File: src/rtl/datapath.sv
// Multicycle MIPS datapath: PC, IR, MDR, 32x32 register file, A/B, ALU, ALUOut; memory is external.
// Outputs are combinational from state and controls; state updates on each rising edge, no backpressure.
module datapath (
  input  logic        clk,
  input  logic        reset_,
  input  logic        IorD,
  input  logic        ALUSrcA,
  input  logic [1:0]  ALUSrcB,
  input  logic [1:0]  PCSrc,
  input  logic        IRWrite,
  input  logic        PCWrite,
  input  logic        MemWrite,
  input  logic        RegDst,
  input  logic        MemtoReg,
  input  logic        RegWrite,
  input  logic        Branch,
  input  logic [1:0]  ALUOp,
  input  logic [2:0]  ALUControl,
  input  logic [31:0] RD,
  output logic [5:0]  OP,
  output logic [5:0]  Funct,
  output logic [31:0] Adr,
  output logic [31:0] WD,
  output logic        WE,
  output logic        overflow
);

  logic [31:0] r_pc, r_ir, r_mdr, r_a, r_b, r_aluout;
  logic [31:0] r_rf [32];

  logic [31:0] w_sign_imm, w_src_a, w_src_b, w_sum, w_diff;
  logic [31:0] w_alu_result, w_pc_next, w_rd1, w_rd2, w_wd3;
  logic [4:0]  w_wa;
  logic        w_zero, w_pc_en;
  logic        w_unused;

  // ALU decoding happens in the controller; ALUOp is accepted only for port compatibility.
  assign w_unused   = ^ALUOp;

  assign w_sign_imm = {{16{r_ir[15]}}, r_ir[15:0]};
  assign w_rd1      = r_rf[r_ir[25:21]];
  assign w_rd2      = r_rf[r_ir[20:16]];
  assign w_wa       = RegDst ? r_ir[15:11] : r_ir[20:16];
  assign w_wd3      = MemtoReg ? r_mdr : r_aluout;

  assign w_src_a    = ALUSrcA ? r_a : r_pc;

  always_comb begin
    w_src_b = r_b;
    case (ALUSrcB)
      2'b00: w_src_b = r_b;
      2'b01: w_src_b = 32'd4;
      2'b10: w_src_b = w_sign_imm;
      2'b11: w_src_b = {w_sign_imm[29:0], 2'b00};
      default: w_src_b = r_b;
    endcase
  end

  assign w_sum  = w_src_a + w_src_b;
  assign w_diff = w_src_a - w_src_b;

  always_comb begin
    w_alu_result = 32'd0;
    overflow     = 1'b0;
    case (ALUControl)
      3'b010: begin
        w_alu_result = w_sum;
        overflow     = (w_src_a[31] == w_src_b[31]) && (w_sum[31] != w_src_a[31]);
      end
      3'b110: begin
        w_alu_result = w_diff;
        overflow     = (w_src_a[31] != w_src_b[31]) && (w_diff[31] != w_src_a[31]);
      end
      3'b000: w_alu_result = w_src_a & w_src_b;
      3'b001: w_alu_result = w_src_a | w_src_b;
      3'b111: w_alu_result = {31'd0, $signed(w_src_a) < $signed(w_src_b)};
      3'b100: w_alu_result = w_src_a & ~w_src_b;
      3'b101: w_alu_result = w_src_a | ~w_src_b;
      default: w_alu_result = 32'd0;
    endcase
  end

  assign w_zero = (w_alu_result == 32'd0);

  always_comb begin
    w_pc_next = w_alu_result;
    case (PCSrc)
      2'b01: w_pc_next = r_aluout;
      2'b10: w_pc_next = {r_pc[31:28], r_ir[25:0], 2'b00};
      default: w_pc_next = w_alu_result;
    endcase
  end

  assign w_pc_en = PCWrite | (Branch & w_zero);

  // Register 0 is never written and cleared by reset, so it always reads zero.
  always_ff @(posedge clk) begin
    if (!reset_) begin
      r_pc     <= '0;
      r_ir     <= '0;
      r_mdr    <= '0;
      r_a      <= '0;
      r_b      <= '0;
      r_aluout <= '0;
      for (int i = 0; i < 32; i++) r_rf[i] <= '0;
    end else begin
      r_mdr    <= RD;
      r_a      <= w_rd1;
      r_b      <= w_rd2;
      r_aluout <= w_alu_result;
      if (IRWrite) r_ir <= RD;
      if (w_pc_en) r_pc <= w_pc_next;
      if (RegWrite && (w_wa != 5'd0)) r_rf[w_wa] <= w_wd3;
    end
  end

  assign OP    = r_ir[31:26];
  assign Funct = r_ir[5:0];
  assign Adr   = IorD ? r_aluout : r_pc;
  assign WD    = r_b;
  assign WE    = MemWrite;

endmodule

File: config.mk
export PLATFORM = sky130hd
export DESIGN_NAME = datapath
export DESIGN_NICKNAME = d
export VERILOG_FILES = /design/src/rtl/datapath.sv
export SDC_FILE = /design/constraint.sdc
export NUM_CORES = 2
export LEC_CHECK = 0
export BUFFER_PORTS_ARGS = -buffer_cell sky130_fd_sc_hd__buf_4
export CORE_UTILIZATION = 50
export DETAILED_ROUTE_END_ITERATION = 8
export GPL_TIMING_DRIVEN = 0
export PLACE_DENSITY = 0.78
export SETUP_SLACK_MARGIN = 0.2
export SKIP_LAST_GASP = 1
export SLEW_MARGIN = 20
export SYNTH_ARGS = -nofsm -noshare
export SYNTH_HDL_FRONTEND = slang
export SYNTH_SLANG_ARGS = --single-unit
File: constraint.sdc
create_clock -name clk -period 5.46 [get_ports clk]
set_input_delay 1.092 -clock clk [delete_from_list [all_inputs] [get_ports clk]]
set_output_delay 1.092 -clock clk [all_outputs]
set_load 0.01 [all_outputs]
# Word-level counts from Yosys, hierarchy flattened
# Memories as Yosys holds them, arrays and structs flattened. A register that Yosys moved wholly into a read port is not among the register bits.
# Index checks and enable logic that the tools add are counted.
totals:
  regBits: 128
  mem_bits_rw: 1024
  input_bits: 52
  output_inout_bits: 78
  word_cells: 58
  mem_count: 1
classes:
  addsub: 2
  n_lt_le_gt_ge: 1
  eq_ne: 15
  n_mux: 15
  n_bitwise: 8
  reduce_logical: 11
memory_table:
  columns: ["memory", "depth", "word_bits", "rd", "rd_ports_with_merged_regs", "write_ports", "line_no", "rtl"]
  rows:
  - ["r_rf", 32, 32, 2, 2, 32, "29", "logic [31:0] r_rf [32];"]
ops:
  columns: ["cell", "n"]
  rows:
  - ["32-bit case mux with 7 select lines", 1]
  - ["32-bit two-way mux", 4]
  - ["32-bit case mux with 4 select lines", 1]
  - ["32-bit AND", 2]
  - ["32-bit OR", 2]
  - ["32-bit case mux with 2 select lines", 1]
  - ["32-bit adder", 1]
  - ["32-bit zero test", 1]
  - ["32-bit < comparator", 1]
  - ["32-bit NOT", 1]
  - ["32-bit OR reduction", 1]
  - ["32-bit subtractor", 1]
  - ["3-bit == test, second input constant", 4]
  - ["5-bit two-way mux", 2]
  - ["2-bit == test, second input constant", 3]
  - ["1-bit two-way mux", 5]
  - ["5-bit nonzero test", 1]
  - ["2-bit by 1-bit == test with 1-bit output, second input constant", 2]
  - ["3-bit by 1-bit == test with 1-bit output, second input constant", 1]
  - ["3-bit by 2-bit == test with 1-bit output, second input constant", 1]
  - ["1-bit logical AND", 3]
  - ["3-bit zero test", 1]
  - ["1-bit inequality test", 3]
  - ["1-bit zero test", 2]
  - ["7 further kinds", 7]

# Depth between registers and ports, before layout
logic_depth:
  word_depth: 9
  mapped_depth: 21
  mapped_depth_nobuf: 16

# Least setup slack after synthesis
# Ideal clock, no wire load.
synth_path:
  kind: "input-to-output"
  from: "input port ALUSrcA"
  to: "output port overflow"
  arrival_time_ns: 4.476
  t_required_ns: 4.368
  setup_slack_ns: -0.108
  path_stages: 16
  path_buffers: 4
  path_cell_list: "buf_2 buf_2 buf_1 mux2_2 ha_1 buf_4 nand2_1 o21ai_0 nor2b_1 nor3_1 or4_1 a31oi_1 xnor2_1 nor2_1 a21oi_1 nor2_1"
synth_via:
  elab_chain_cells: 5
  elab_cells_between_ends: 10
  classes_between: "2 x add/sub; 4 x eq/ne; 2 x mux; 2 x reduce/logical"
synth_lines:
  columns: ["item", "line_no", "rtl"]
  rows:
  - ["from (decl)", "7", "input logic ALUSrcA,"]
  - ["32-bit two-way mux (*)", "46", "assign w_src_a = ALUSrcA ? r_a : r_pc;"]
  - ["32-bit subtractor / 32-bit adder (equally long branches)", "60, 59", null]
  - ["1-bit inequality test (on tied branches)", "72, 68", null]
  - ["1-bit logical AND (on tied branches)", "72, 68", null]
  - ["1-bit case mux with 2 select lines (*)", "65", "case (ALUControl)"]
  - ["to (decl)", "25", "output logic overflow"]
# Mark *: on every way between the ends. The rest lies on a longest branch, timed or not.

# Worst setup path after layout
layout_path:
  from: "register r_ir[12]"
  to: "output port overflow"
layout_via:
  elab_chain_cells: 5
  elab_cells_between_ends: 8
  classes_between: "2 x add/sub; 2 x eq/ne; 2 x mux; 2 x reduce/logical"
layout_lines:
  columns: ["item", "line_no", "rtl"]
  rows:
  - ["from (decl)", "28", "logic [31:0] r_pc, r_ir, r_mdr, r_a, r_b, r_aluout;"]
  - ["from (signal assigned)", "100", "r_ir <= '0;"]
  - ["from (signal assigned)", "111", "if (IRWrite) r_ir <= RD;"]
  - ["32-bit case mux with 4 select lines (*)", "50", "case (ALUSrcB)"]
  - ["32-bit subtractor / 32-bit adder (equally long branches)", "60, 59", null]
  - ["1-bit inequality test (on tied branches)", "72, 68", null]
  - ["1-bit logical AND (on tied branches)", "72, 68", null]
  - ["1-bit case mux with 2 select lines (*)", "65", null]
# Marked as above.

==> run_results.csv <==
group,metric,value,unit
outcome,status,"finished with violations",
outcome,violations,"setup timing",
cells_and_area,final_util,57.8,%
die,io_pins,130,
logic_synthesis,synthTopCellsByArea,"edfxtp_1 48%, mux4_2 22%, nor2_1 6.9%, dfxtp_1 6.0%, mux2i_1 2.9%",
power,p_sw,0.00697,W
timing,hold_viol,0,
placement,place_congestion,1.03,
grt,antenna_found_initial,24,
detailed_routing,drtIter0Drc,8233,
logic_synthesis,synth_top_cell_by_area,"edfxtp_1",
detailed_routing,totalWireLength,239000,um
detailed_routing,route.met2.wl,109000,um
logic_synthesis,ys_async_sr_fraction,0,%
cells_and_area,multi_input_area,28800,um^2
grt,grtUsageTotal,36.2,%
logic_synthesis,synth_area,64500,um^2
power,vdd_ir_drop_max,0.359,mV
timing,post-route-period-util,103,%
detailed_routing,drc,0,
detailed_routing,wl_per_cell,34.8,um
placement,hpwlAfterDp,178000,um
placement,placedCellCount,6601,
logic_synthesis,synth.most_common_cell,"nor2_1",
cells_and_area,drive_above_1_share,26.0,%
timing,finalWorstSetupSlack,-0.139,ns
power,switching_share,29.3,%
worst_setup_path,endpoint_kind,"primary output",
detailed_routing,vias_per_cell,7.03,
placement,place_ws,-1.51,ns
cells_and_area,nets,5215,
worst_setup_path,crit_type,"register to primary output",
grt,grt_first_pass_wirelength,333000,um
min_path,hold_start,"r_pc[24]",
clock_network,cts_tree,"yes",
die,dieArea,130000,um^2
logic_synthesis,ys_seq_area_share,53.6,%
grt,overflow,0,
worst_setup_path,r2r-start,"r_ir[16]",
cells_and_area,fill_cells,9661,
cells_and_area,areaGrowthSynthToFinish,14.6,%
detailed_routing,antenna_left,0,
die,num_rows,131,
timing,drv_slew,0,
logic_synthesis,syn_area_per_cell,13.6,um^2
power,power.density,321,nW/um^2
detailed_routing,dr.max_layer_used,"met5",
power,power_frac_clock,35.1,%
clock_network,clock_insertion_delay_worst_skew,0.81,ns
worst_setup_path,startpoint_type,"register",
clock_network,cts_max_path_buffers,3,
clock_network,cts_root_buf,"clkbuf_16",
logic_synthesis,yosysWarningCount,0,
min_path,hold_path_depth,2,
power,p_leak,24.8,nW
clock_network,cts.sinks,1216,
detailed_routing,firstDrtPassIters,8,
detailed_routing,routed-via-count,48300,
power,internal-power,0.0168,W
clock_network,cts_made_buffers,121,
timing,post-route-min-period,5.60,ns
timing,fmax,179,MHz
timing,setup_violations,28,
die,die_height,361,um
worst_setup_path,critical_path_arrival,4.51,ns
logic_synthesis,synth_seq_cells,1216,
logic_synthesis,synth_common_cells,"1180 x nor2_1, 1024 x edfxtp_1, 640 x mux4_2",
worst_setup_path,crit_required,4.37,ns
logic_synthesis,synth_top_area_share,47.7,%
timing,tightest_slew,1.26,ns
timing,skew,0.110,ns
detailed_routing,wl_met3,37500,um
logic_synthesis,synth-edff-count,1024,
job,cap_violations,0,
clock_network,cts_hold_buf,0,
die,start_util,50.5,%
clock_network,cts_max_level,3,
timing,max_slew_margin,13.8,%
grt,grt_max_degree,40,
detailed_routing,wl_met1,74700,um
timing,rsz0062_at_grt,"yes",
logic_synthesis,ys.flop_type,"edfxtp_1",
timing,hold_ws,0.477,ns
placement,numPortBuffers,121,
cells_and_area,instances_no_fill,6869,
min_path,hold_path_class,"register to register",
cells_and_area,seq_area,34600,um^2
clock_network,path_clk_slew,0.06,ns
worst_setup_path,timing.reg2reg.setup_slack,0.19,ns
power,p_comb_share,19.4,%
min_path,holdPathEnd,"r_pc[24]",
grt,grt_pass1_vias,47900,
logic_synthesis,synth_cells,4755,
power,seqPwrFrac,45.5,%
worst_setup_path,r2r_cells,9,
die,core-area,128000,um^2
die,fp.dieW,361,um
worst_setup_path,reg2reg_to,"r_rf[23][24]",
worst_setup_path,critPathMaxFanout,7,
logic_synthesis,synth_cell_types,95,
==> layout make-up <==
class                           instances  share of cell area (%)
Clock inverter                         63                   0.804
Buffer                                469                    2.90
Sequential cell                      1216                    46.8
Tap cell                             1662                    2.81
Timing Repair Buffer                  187                    2.76
Multi-Input combinational cell       3018                    39.0
Clock buffer                          161                    4.49
Antenna cell                           10                  0.0339
Inverter                               83                   0.428
==> per-stage QoR <==
stage	area, um^2	power [W]	TNS (ns)
2_1_floorplan	64700	0.0134	0
3_3_place_gp	67600	0.0149	-482.13
3_5_place_dp	68500	0.0150	-48.10
4_1_cts	73400	0.0233	-0.0369
5_1_grt	73900	0.0241	-0.588
6_report	73900	0.0237	-1.41
==> what timing repair did <==
item | CTS | global route
setup buffers | 23 | 7
pin swaps | 19 | 16
endpoints found under the setup margin | 321 | 198
cloned | 3 | 0
gates resized for setup | 152 | 75
==> power groups by stage <==
stage	registers (W)	logic (W)	clock network, W
global route	0.0108	0.00472	0.00859
floorplan	0.0108	0.00258	0
finish	0.0108	0.00461	0.00835
detailed placement	0.0109	0.00410	0
global placement	0.0109	0.00398	0
CTS	0.0108	0.00431	0.00825
==> cell families (layout without fill, tap and decap cells) <==
family                     count (synthesis)  after routing  synth area share, %
AOI/OAI and AO/OA                        399            399                 4.40
xor gates and xnor gates                  47             47                0.638
adders and majority gates                 84             84                 1.59
buffers and inverters                    552            963                 3.46
DFF                                     1216           1216                 53.6
muxes                                    889            889                 26.3
other                                      1             42              0.00581
and+or+nand+nor                         1567           1567                 9.96
==> worst max path at each step <==
| stage | start | end | slack [ns] |
|---|---|---|---|
| 3_5_place_dp | ALUSrcB[0] | r_pc[15] | -1.51 |
| 3_3_place_gp | ALUSrcB[0] | r_pc[14] | -1.52 |
| 2_1_floorplan | ALUSrcA | overflow | 0.21 |
| 4_1_cts | ALUSrcA | overflow | -0.04 |
| 5_1_grt | ALUSrcB[1] | overflow | -0.16 |
| 6_report | r_ir[12] | overflow | -0.14 |
==> critical path: stages, from the launching register on <==
cell and delay (ns):
dfxtp_1 0.66, mux2i_1 0.17, o21ai_1 0.46, ha_4 0.23, buf_6 0.13, nand4_1 0.16, a211o_1 0.34, a21oi_4 0.25
nor3_4 0.10, or4_4 0.46, a31oi_4 0.19, xnor2_1 0.14, nor2_1 0.06, a21oi_1 0.13, nor2_1 0.08, buf_4 0.21
==> metal layers <==
metal	track usage (%)	up-vias
met1	41.9	23700
li1	-	18700
met5	1.15	-
met4	20.4	30
met2	57.1	4666
met3	14.5	1194
==> sequential cells by signal, summed over array words and instances (netlist names) <==
| signal | cells |
|---|---|
| r_mdr | 32 |
| r_rf | 1024 |
| WD | 32 |
| r_pc | 32 |
| r_a | 32 |
| r_aluout | 32 |
| r_ir | 32 |
==> cells in the final DEF, fill, tap and decap left out, types with 26 or more instances in the layout <==
cell | Yosys | final
mux2i_1 | 190 | 162
clkbuf_1 | 357 | 358
inv_1 | 80 | 77
clkinv_1 | 2 | 26
clkbuf_16 | 0 | 123
ha_1 | 65 | 49
conb_1 | 1 | 32
mux2_2 | 59 | 52
mux4_2 | 640 | 640
nand2_2 | 0 | 34
and2_1 | 55 | 55
nor2_1 | 1180 | 1178
a21oi_1 | 105 | 86
xnor2_1 | 47 | 47
edfxtp_1 | 1024 | 1024
dfxtp_1 | 192 | 192
clkbuf_2 | 0 | 37
buf_4 | 20 | 172
nand2_1 | 189 | 153
o21ai_0 | 54 | 43
buf_1 | 65 | 40
(Power assumes the default switching activity.)
